--- config.mk ---
export PLATFORM = sky130hd
export DESIGN_NAME = control_unit
export DESIGN_NICKNAME = d
export VERILOG_FILES = /design/src/rtl/cpu_ctrl_pkg.sv /design/src/rtl/opcode_class_decode.sv /design/src/rtl/control_unit.sv
export SDC_FILE = /design/constraint.sdc
export NUM_CORES = 1
export LEC_CHECK = 0
export ABC_CLOCK_PERIOD_IN_PS = 6100
export CAP_MARGIN = 10
export CELL_PAD_IN_SITES_DETAIL_PLACEMENT = 0
export CELL_PAD_IN_SITES_GLOBAL_PLACEMENT = 1
export CORE_UTILIZATION = 28
export CTS_BUF_LIST = sky130_fd_sc_hd__clkbuf_4
export CTS_CLUSTER_DIAMETER = 200
export CTS_CLUSTER_SIZE = 25
export DETAILED_ROUTE_END_ITERATION = 8
export PLACE_DENSITY_LB_ADDON = 0.1
export RECOVER_POWER = 50
export SYNTH_ARGS = -nofsm -noshare
export SYNTH_HDL_FRONTEND = slang
export SYNTH_SLANG_ARGS = --single-unit
export TNS_END_PERCENT = 20
--- constraint.sdc ---
create_clock -name clock -period 6.1 [get_ports clock]
set_input_delay 1.22 -clock clock [delete_from_list [all_inputs] [get_ports clock]]
set_output_delay 1.22 -clock clock [all_outputs]
set_load 0.01 [all_outputs]
--- src/rtl/cpu_ctrl_pkg.sv ---
// Shared constants and encodings for the control sequencer: opcodes, ALU selects,
// the step-state encoding and the instruction classes the sequencer branches on.
package cpu_ctrl_pkg;

    localparam logic [4:0] OPC_LD   = 5'b00000;
    localparam logic [4:0] OPC_LDI  = 5'b00001;
    localparam logic [4:0] OPC_ST   = 5'b00010;
    localparam logic [4:0] OPC_ADD  = 5'b00011;
    localparam logic [4:0] OPC_SUB  = 5'b00100;
    localparam logic [4:0] OPC_AND  = 5'b00101;
    localparam logic [4:0] OPC_OR   = 5'b00110;
    localparam logic [4:0] OPC_ROR  = 5'b00111;
    localparam logic [4:0] OPC_ROL  = 5'b01000;
    localparam logic [4:0] OPC_SHR  = 5'b01001;
    localparam logic [4:0] OPC_SHRA = 5'b01010;
    localparam logic [4:0] OPC_SHL  = 5'b01011;
    localparam logic [4:0] OPC_ADDI = 5'b01100;
    localparam logic [4:0] OPC_ANDI = 5'b01101;
    localparam logic [4:0] OPC_ORI  = 5'b01110;
    localparam logic [4:0] OPC_MUL  = 5'b01111;
    localparam logic [4:0] OPC_DIV  = 5'b10000;
    localparam logic [4:0] OPC_NEG  = 5'b10001;
    localparam logic [4:0] OPC_NOT  = 5'b10010;
    localparam logic [4:0] OPC_NOP  = 5'b11010;
    localparam logic [4:0] OPC_HALT = 5'b11011;

    localparam logic [4:0] ALU_ADD  = 5'b00011;
    localparam logic [4:0] ALU_NONE = 5'b00000;

    typedef enum logic [3:0] {
        ST_RESET, ST_T0, ST_T1, ST_T2, ST_T3, ST_T4, ST_T5, ST_T6, ST_T7, ST_HALT
    } state_e;

    typedef enum logic [3:0] {
        CL_RTYPE, CL_ITYPE, CL_UNARY, CL_MULDIV, CL_LD, CL_LDI, CL_ST, CL_NOP, CL_HALT
    } opc_class_e;

endpackage

--- src/rtl/opcode_class_decode.sv ---
// Maps an opcode to the instruction class that selects the execute-step sequence.
// Unassigned opcodes fall into the nop class.
module opcode_class_decode
    import cpu_ctrl_pkg::*;
#(
    parameter int OPC_W = 5
) (
    input  logic [OPC_W-1:0] i_opcode,
    output opc_class_e       o_class
);

    logic [4:0] w_opc;
    assign w_opc = 5'(i_opcode);

    always_comb begin
        o_class = CL_NOP;
        case (w_opc)
            OPC_ADD, OPC_SUB, OPC_AND, OPC_OR, OPC_ROR,
            OPC_ROL, OPC_SHR, OPC_SHRA, OPC_SHL:    o_class = CL_RTYPE;
            OPC_ADDI, OPC_ANDI, OPC_ORI:            o_class = CL_ITYPE;
            OPC_NEG, OPC_NOT:                       o_class = CL_UNARY;
            OPC_MUL, OPC_DIV:                       o_class = CL_MULDIV;
            OPC_LD:                                 o_class = CL_LD;
            OPC_LDI:                                o_class = CL_LDI;
            OPC_ST:                                 o_class = CL_ST;
            OPC_HALT:                               o_class = CL_HALT;
            OPC_NOP:                                o_class = CL_NOP;
            default:                                o_class = CL_NOP;
        endcase
    end

endmodule

--- src/rtl/control_unit.sv ---
// Moore control sequencer: steps T0-T7 of fetch/decode/execute, emitting one step's
// datapath control lines per clock, with memory wait steps held until mem_done.
module control_unit
    import cpu_ctrl_pkg::*;
#(
    parameter int OPC_W = 5
) (
    input  logic        clock,
    input  logic        clear,
    input  logic [31:0] IR,
    input  logic        mem_done,
    output logic        PCout,
    output logic        Zlowout,
    output logic        Zhighout,
    output logic        MDRout,
    output logic        Cout,
    output logic        BAout,
    output logic        Rout,
    output logic        PCin,
    output logic        MARin,
    output logic        MDRin,
    output logic        IRin,
    output logic        Yin,
    output logic        Zin,
    output logic        HIin,
    output logic        LOin,
    output logic        Rin,
    output logic        Gra,
    output logic        Grb,
    output logic        Grc,
    output logic        IncPC,
    output logic        read,
    output logic        write,
    output logic [4:0]  ALU,
    output logic        run
);

    state_e           r_state;
    state_e           w_next_state;
    opc_class_e       w_class;
    logic [OPC_W-1:0] w_opc;
    logic [4:0]       w_alu_op;
    logic             w_unused_ir;

    assign w_opc       = IR[31 -: OPC_W];
    assign w_alu_op    = 5'(w_opc);
    assign w_unused_ir = ^IR[31-OPC_W:0];

    opcode_class_decode #(.OPC_W(OPC_W)) u_decode (
        .i_opcode (w_opc),
        .o_class  (w_class)
    );

    always_ff @(posedge clock or negedge clear) begin
        if (!clear) r_state <= ST_RESET;
        else        r_state <= w_next_state;
    end

    always_comb begin
        w_next_state = ST_T0;
        case (r_state)
            ST_RESET: w_next_state = ST_T0;
            ST_T0:    w_next_state = ST_T1;
            ST_T1:    w_next_state = mem_done ? ST_T2 : ST_T1;
            ST_T2: begin
                if (w_class == CL_NOP)       w_next_state = ST_T0;
                else if (w_class == CL_HALT) w_next_state = ST_HALT;
                else                         w_next_state = ST_T3;
            end
            ST_T3:    w_next_state = ST_T4;
            ST_T4:    w_next_state = (w_class == CL_UNARY) ? ST_T0 : ST_T5;
            ST_T5: begin
                if (w_class == CL_MULDIV || w_class == CL_LD || w_class == CL_ST)
                    w_next_state = ST_T6;
                else
                    w_next_state = ST_T0;
            end
            ST_T6: begin
                if (w_class == CL_LD)      w_next_state = mem_done ? ST_T7 : ST_T6;
                else if (w_class == CL_ST) w_next_state = ST_T7;
                else                       w_next_state = ST_T0;
            end
            ST_T7: begin
                if (w_class == CL_ST) w_next_state = mem_done ? ST_T0 : ST_T7;
                else                  w_next_state = ST_T0;
            end
            ST_HALT:  w_next_state = ST_HALT;
            default:  w_next_state = ST_RESET;
        endcase
    end

    always_comb begin
        {PCout, Zlowout, Zhighout, MDRout, Cout, BAout, Rout} = '0;
        {PCin, MARin, MDRin, IRin, Yin, Zin, HIin, LOin, Rin} = '0;
        {Gra, Grb, Grc, IncPC, read, write}                   = '0;
        ALU = ALU_NONE;
        run = (r_state != ST_RESET) && (r_state != ST_HALT);
        case (r_state)
            ST_T0: begin PCout = 1'b1; MARin = 1'b1; IncPC = 1'b1; Zin = 1'b1; end
            ST_T1: begin Zlowout = 1'b1; PCin = 1'b1; read = 1'b1; MDRin = 1'b1; end
            ST_T2: begin MDRout = 1'b1; IRin = 1'b1; end
            ST_T3: begin
                case (w_class)
                    CL_UNARY:  begin Grb = 1'b1; Rout = 1'b1; ALU = w_alu_op; Zin = 1'b1; end
                    CL_MULDIV: begin Gra = 1'b1; Rout = 1'b1; Yin = 1'b1; end
                    CL_LD, CL_LDI, CL_ST: begin Grb = 1'b1; BAout = 1'b1; Yin = 1'b1; end
                    default:   begin Grb = 1'b1; Rout = 1'b1; Yin = 1'b1; end
                endcase
            end
            ST_T4: begin
                case (w_class)
                    CL_RTYPE, CL_MULDIV: begin Grc = (w_class == CL_RTYPE); Grb = (w_class == CL_MULDIV);
                                               Rout = 1'b1; ALU = w_alu_op; Zin = 1'b1; end
                    CL_ITYPE: begin Cout = 1'b1; ALU = w_alu_op; Zin = 1'b1; end
                    CL_UNARY: begin Zlowout = 1'b1; Gra = 1'b1; Rin = 1'b1; end
                    default:  begin Cout = 1'b1; ALU = ALU_ADD; Zin = 1'b1; end
                endcase
            end
            ST_T5: begin
                Zlowout = 1'b1;
                case (w_class)
                    CL_MULDIV:   LOin = 1'b1;
                    CL_LD, CL_ST: MARin = 1'b1;
                    default:     begin Gra = 1'b1; Rin = 1'b1; end
                endcase
            end
            ST_T6: begin
                case (w_class)
                    CL_MULDIV: begin Zhighout = 1'b1; HIin = 1'b1; end
                    CL_LD:     begin read = 1'b1; MDRin = 1'b1; end
                    default:   begin Gra = 1'b1; Rout = 1'b1; MDRin = 1'b1; end
                endcase
            end
            ST_T7: begin
                if (w_class == CL_ST) write = 1'b1;
                else begin MDRout = 1'b1; Gra = 1'b1; Rin = 1'b1; end
            end
            default: ;
        endcase
    end

endmodule

==> reports/metrics.cfg, run 1 <==
[outcome]
status=finished, final reports clean

[cts]
cts_resized=0
clock-root-buffer=clkbuf_4
cts.clk_slew.worst_paths_ps=40
cts.sinks=4
post_cts_buffers=0
cts_buffers=3
cts_tree=yes
htreeDepth=1
clock_latency_ps=250
cts_hold_buf=0
clk_path_buf_depth=2

[global_routing]
grt-ovfl-total=0
grtUsageTotal_pct=15.32
grt_max_degree=24
top_usage_layer=met1
grt_util_met2_pct=21.14
antenna_found_initial=0
grt_pass1_vias=1011
grt_use_met1_pct=23.10
met3_usage_pct=2.899
grt_pass1_wl_um=4885

[sta]
fin_worst_skew_ps=12.21
setup_viol=0
period_minus_slack_ps=5636
hold_viol=0
timing.fmax_ghz=0.1774
rsz0062_at_grt=false
fin_tns_setup_ps=0
tightest_slew_ps=989.6
slew_headroom_pct=33.33
period_share_pct=92.39
final-max-slew-violation-count=0

[logic_synthesis]
synthXorXnorAreaFrac_pct=5.549
syn_area_per_cell_um2=7.161
ys_seq_area_share_pct=9.445
synth_ff_type=dfrtp_1
synth_compound_area_share_pct=27.04
synth_top_area_share_pct=9.445
syn-cell-area_um2=1060
synth_top_family_by_area=simple AND/OR/NAND/NOR gates
synth-adder-area-share_pct=3.542
synth_most_common_cell=nor2_1
synth_top_area_cell=dfrtp_1
synth-simple-area-share_pct=42.27
synth-async-reset-ratio_pct=100.0
ys_types=52
syn_nets=186
synth_edf_count=0
ys_seq_elements=4
yosysWarnings=0
synth_cells=148
synth.area.top_cells=dfrtp_1 (9.4%), o21ai_0 (7.6%), nor2_1 (6.4%)
synthMuxAreaShare_pct=0.9445
synth_common_cells=nor2_1 (18), o21ai_0 (16), nand2_1 (12)

[placed_design]
place_area_um2=1383
portBuffers=35
dp_hpwl_um=2269
gp_congestion=0.7229

[routing]
drtIter0Drc=57
via_count=1125
vias_per_cell=5.114
ant_nets=0
wl_per_cell_um=13.34
remaining_drc_errors=0
dr.pass1.iters=4
drt_wl_total_um=2935

[floorplan]
die_w_um=63.52
die_h_um=63.52
initial_utilization_pct=30.56
die-area_um2=4035
ioPinCount=63
row_count=21
coreArea_um2=3468

[power]
clkPwrFrac_pct=8.6
power_density_nw_per_um2=296.7
combPwrFrac_pct=73.5
power_leakage_nw=0.5202
vdd_drop_max_uv=224.6
swShare_pct=48.83
intPower_mw=0.2107
seqPwrFrac_pct=18.0
p_sw_mw=0.2010

[critical_path]
cp.required_ps=4880
cp_max_fo=11
critPathArrivalTime_ps=4420
start_kind=primary input
cp-end-kind=output port
crit_type=in -> out

[layout]
drive_above_1_share_pct=10.34
largest_registers=r_state (4)
nets=214
largest_register_ffs=4
final_area_um2=1388
regMostFlops=r_state
fillers=373
antennaDiodeCount=0
syn2layout_area_growth_pct=30.93

[flow_run]
drv_cap=0

[worst_hold_path]
hp-class=reg -> reg

[power by group through the flow]
stage / registers, mW / logic, mW / clock network (mW)
5_1_grt: 0.0795 / 0.331 / 0.0379
2_1_floorplan: 0.0443 / 0.209 / 0
6_report: 0.0740 / 0.302 / 0.0353
4_1_cts: 0.0727 / 0.316 / 0.0362
3_3_place_gp: 0.0737 / 0.316 / 0
3_5_place_dp: 0.0732 / 0.313 / 0
[worst max-delay path, cell delays in order]
cell and delay (ps):
clkdlybuf4s50_1 520, ha_1 440, nand2b_1 260, o211ai_4 130, o21ai_0 790, o21ai_0 200
nor3b_1 230, o21ai_0 130, clkdlybuf4s50_1 500
[area by class of cell]
| class | instances | area (um^2) | area share [%] |
|---|---|---|---|
| multi-input combinational | 124 | 823.3 | 59.33 |
| timing repair buffer | 36 | 357.8 | 25.79 |
| sequential | 4 | 100.1 | 7.214 |
| tap | 46 | 57.56 | 4.148 |
| inverter | 7 | 26.28 | 1.894 |
| clock buffer | 3 | 22.52 | 1.623 |
[layout by cell type (no fill, tap or decap), types with 3 or more instances in the layout]
| cell type | count |
|---|---|
| nand3_1 | 3 |
| ha_1 | 3 |
| nor3_1 | 4 |
| or3_1 | 3 |
| nand2_1 | 12 |
| clkdlybuf4s50_1 | 26 |
| o21ai_0 | 17 |
| inv_1 | 7 |
| nor2b_1 | 3 |
| and3_1 | 3 |
| nor4_1 | 3 |
| dlygate4sd3_1 | 9 |
| nand3b_1 | 4 |
| nor2_1 | 18 |
| a21oi_1 | 5 |
| nand2b_1 | 8 |
| clkbuf_4 | 3 |
| dfrtp_1 | 4 |
[metrics by stage]
stage / cells / total power [mW] / util (%) / worst slack, ps / hold slack (ps)
final: 220 / 0.4117 / 40.01 / 464.4 / 750.6
after global routing: 220 / 0.4484 / 40.01 / 264.9 / 823.7
after CTS: 220 / 0.4244 / 40.51 / 737.6 / 745.4
after detailed placement: 217 / 0.3862 / 39.86 / 755.8 / 752.7
after global placement: 217 / 0.3898 / 39.86 / 739.6 / 750.5
after floorplan: 148 / 0.2534 / - / 1993 / 654.5
[cell families (layout without fill, tap and decap cells)]
logic type                 count (synthesis)  after routing
and+or+nand+nor                           76             76
AOI/OAI and AO/OA                         39             39
buffers and inverters                     20             46
xor gates and xnor gates                   5              5
DFF                                        4              4
adders and majority gates                  3              3
muxes                                      1              1
[path summary, 6_finish.rpt]
path	slack [ps]	endpoint	start	depth (start not counted)
setup / recovery	460	Rout	IR[27]	9
hold / removal	750	r_state[3]$_DFF_PN0_	r_state[2]$_DFF_PN0_	3
setup reg to reg	4180	r_state[3]$_DFF_PN0_	r_state[0]$_DFF_PN0_	4
hold reg to reg	750	r_state[3]$_DFF_PN0_	r_state[2]$_DFF_PN0_	3
max in group asynchronous	4670	r_state[2]$_DFF_PN0_	clear	1
min in group asynchronous	1240	r_state[3]$_DFF_PN0_	clear	1
[per-layer routing]
metal  routed length, um  vias up
li1                    -      577
met1                1573      495
met2                1171       48
met3                 153        5
met4                  37        0
met5                   0        -
(Power assumes the default switching activity.)
==> run 2: changes to the inputs <==
Settings changed: ABC_CLOCK_PERIOD_IN_PS 6100 to not set.
==> results of run 2 <==
Same layout as run 1: the final DEF is identical, and so are final timing and power.
==> run 3: changes to the inputs <==
Settings changed: GPL_TIMING_DRIVEN set to 0, SLEW_MARGIN set to 20.
==> reports/metrics.cfg, run 3 (synthesized netlist as in run 1, its figures left out) <==
[outcome]
status=finished, final reports clean

[global_routing]
grt_pass1_wl_um=5437  ; +11%
grt_pass1_vias=1164  ; +15%
grtUsageTotal_pct=16.79  ; +1.5 points
grt-ovfl-total=0  ; unchanged
grt_max_degree=11  ; -54%
antenna_found_initial=0  ; unchanged

[sta]
hold_slack_ps=774.9  ; +24.31 ps
timing.fmax_ghz=0.1833  ; +3.3%
tightest_slew_ps=620.2  ; -369.4 ps
period_share_pct=89.43  ; -3.0 points
fin_worst_skew_ps=1.871  ; -10.34 ps
final-max-slew-violation-count=0  ; unchanged
slew_headroom_pct=58.22  ; +25 points
setup_viol=0  ; unchanged
fin_tns_setup_ps=0  ; unchanged
rsz0062_at_grt=false
hold_viol=0  ; unchanged
period_minus_slack_ps=5455  ; -180.5 ps

[power]
power_density_nw_per_um2=295.7  ; -0.34%
vdd_drop_max_uv=213.5  ; -4.9%
power_mw=0.4321  ; +5.0%
power_leakage_nw=0.5537  ; +6.4%

[layout]
fillers=390  ; +4.6%
largest_registers=r_state (4)
syn2layout_area_growth_pct=37.90
drive_above_1_share_pct=14.13  ; +3.8 points
largest_register_ffs=4  ; unchanged
fin_util_pct=42.14  ; +2.1 points
antennaDiodeCount=0  ; unchanged
nets=224  ; +4.7%
regMostFlops=r_state
mostFrequentLayoutCells=clkdlybuf4s50_1 (25), nor2_1 (18), o21ai_0 (16), nand2_1 (12), dlygate4sd3_1 (8)
layout_commonest_cell=clkdlybuf4s50_1

[critical_path]
worst-path-buf-inv=4  ; +2
cp_max_fo=10  ; -1
cp_slowest_stage_delay_ps=580  ; -210 ps
crit_type=in -> out
start_kind=primary input
cp.required_ps=4880  ; about the same
crit_chain=clkdlybuf4s50_1, ha_1, clkbuf_1, nand3_2, and2_4, a211oi_4, and2_0, buf_6, xnor2_2, o32ai_1, clkdlybuf4s50_1
cpLargestDelayFamily=buffers and inverters
cp_common_cell=clkdlybuf4s50_1
slowest_stage=clkdlybuf4s50_1
critPathArrivalTime_ps=4240  ; -180 ps
cp-end-kind=output port

[routing]
dr.pass1.iters=4  ; unchanged
drt_wl_total_um=3190  ; +8.7%
wl_per_cell_um=13.87  ; +4.0%
ant_nets=0  ; unchanged
vias_per_cell=5.152  ; +0.75%
remaining_drc_errors=0  ; unchanged
drtIter0Drc=45  ; -21%
via_count=1185  ; +5.3%

[floorplan]
die_w_um=63.52  ; unchanged
ioPinCount=63  ; unchanged
die-area_um2=4035  ; unchanged
die_h_um=63.52  ; unchanged
coreArea_um2=3468  ; unchanged
row_count=21  ; unchanged
initial_utilization_pct=30.56  ; unchanged

[placed_design]
dp_hpwl_um=2580  ; +14%
gp_congestion=0.7481  ; +3.5%
portBuffers=33  ; -5.7%

[flow_run]
drv_cap=0  ; unchanged

[cts]
htreeDepth=1  ; unchanged
clock_latency_ps=230  ; -20 ps
cts_buffers=3  ; unchanged
cts.clk_slew.worst_paths_ps=40  ; about the same
cts_hold_buf=0  ; unchanged
cts.sinks=4  ; unchanged
cts_resized=0  ; unchanged
post_cts_buffers=0  ; unchanged
clock-root-buffer=clkbuf_4
clk_path_buf_depth=2  ; unchanged
cts_tree=yes

[worst_hold_path]
hp-class=reg -> reg

==> run 3: power breakdown <==
group	total, mW	internal [mW]	switching [mW]
Clock	0.0328	0.0220	0.0108
Sequential	0.0498	0.0368	0.0130
Combinational	0.350	0.165	0.185
==> run 3: area by class of cell <==
type | count | area [um^2] | area share, %
plain buffers | 13 | 87.58 | 5.993
multi-input cells | 124 | 837.1 | 57.28
inverters | 7 | 26.28 | 1.798
flip-flops and latches | 4 | 100.1 | 6.849
clock buffers | 3 | 22.52 | 1.541
well taps | 46 | 57.56 | 3.938
repair buffers | 33 | 330.3 | 22.60
==> run 3: metal layers <==
layer / share of wire (%) / GRT usage (%)
met1: 52 / 23.64
met2: 43 / 27.26
met3: 4.5 / 1.449
met4: 0 / 3.977
met5: 0 / 0
==> run 3: path summary, 6_finish.rpt <==
path	from	endpoint	slack [ps]	cells after the start
setup / recovery	IR[27]	ALU[1]	640	11
min in group asynchronous	clear	r_state[2]$_DFF_PN0_	1250	1
hold / removal	r_state[2]$_DFF_PN0_	r_state[3]$_DFF_PN0_	770	3
hold reg to reg	r_state[2]$_DFF_PN0_	r_state[3]$_DFF_PN0_	770	3
max in group asynchronous	clear	r_state[3]$_DFF_PN0_	4690	1
setup reg to reg	r_state[0]$_DFF_PN0_	r_state[0]$_DFF_PN0_	4330	5
==> run 3: stage by stage <==
stage,instance area [um^2],std cells,setup WS (ps)
6_report,1461,230,645.0
5_1_grt,1461,230,389.0
4_1_cts,1470,230,948.6
3_5_place_dp,1448,227,960.1
3_3_place_gp,1448,227,949.7
2_1_floorplan,1060,148,1993
==> run 3: tightest hold or removal path, delay by kind of cell (launching register included) <==
kind	cells	cell delay [ps]
compound gates	2	180
flops	1	470
simple gates	1	70
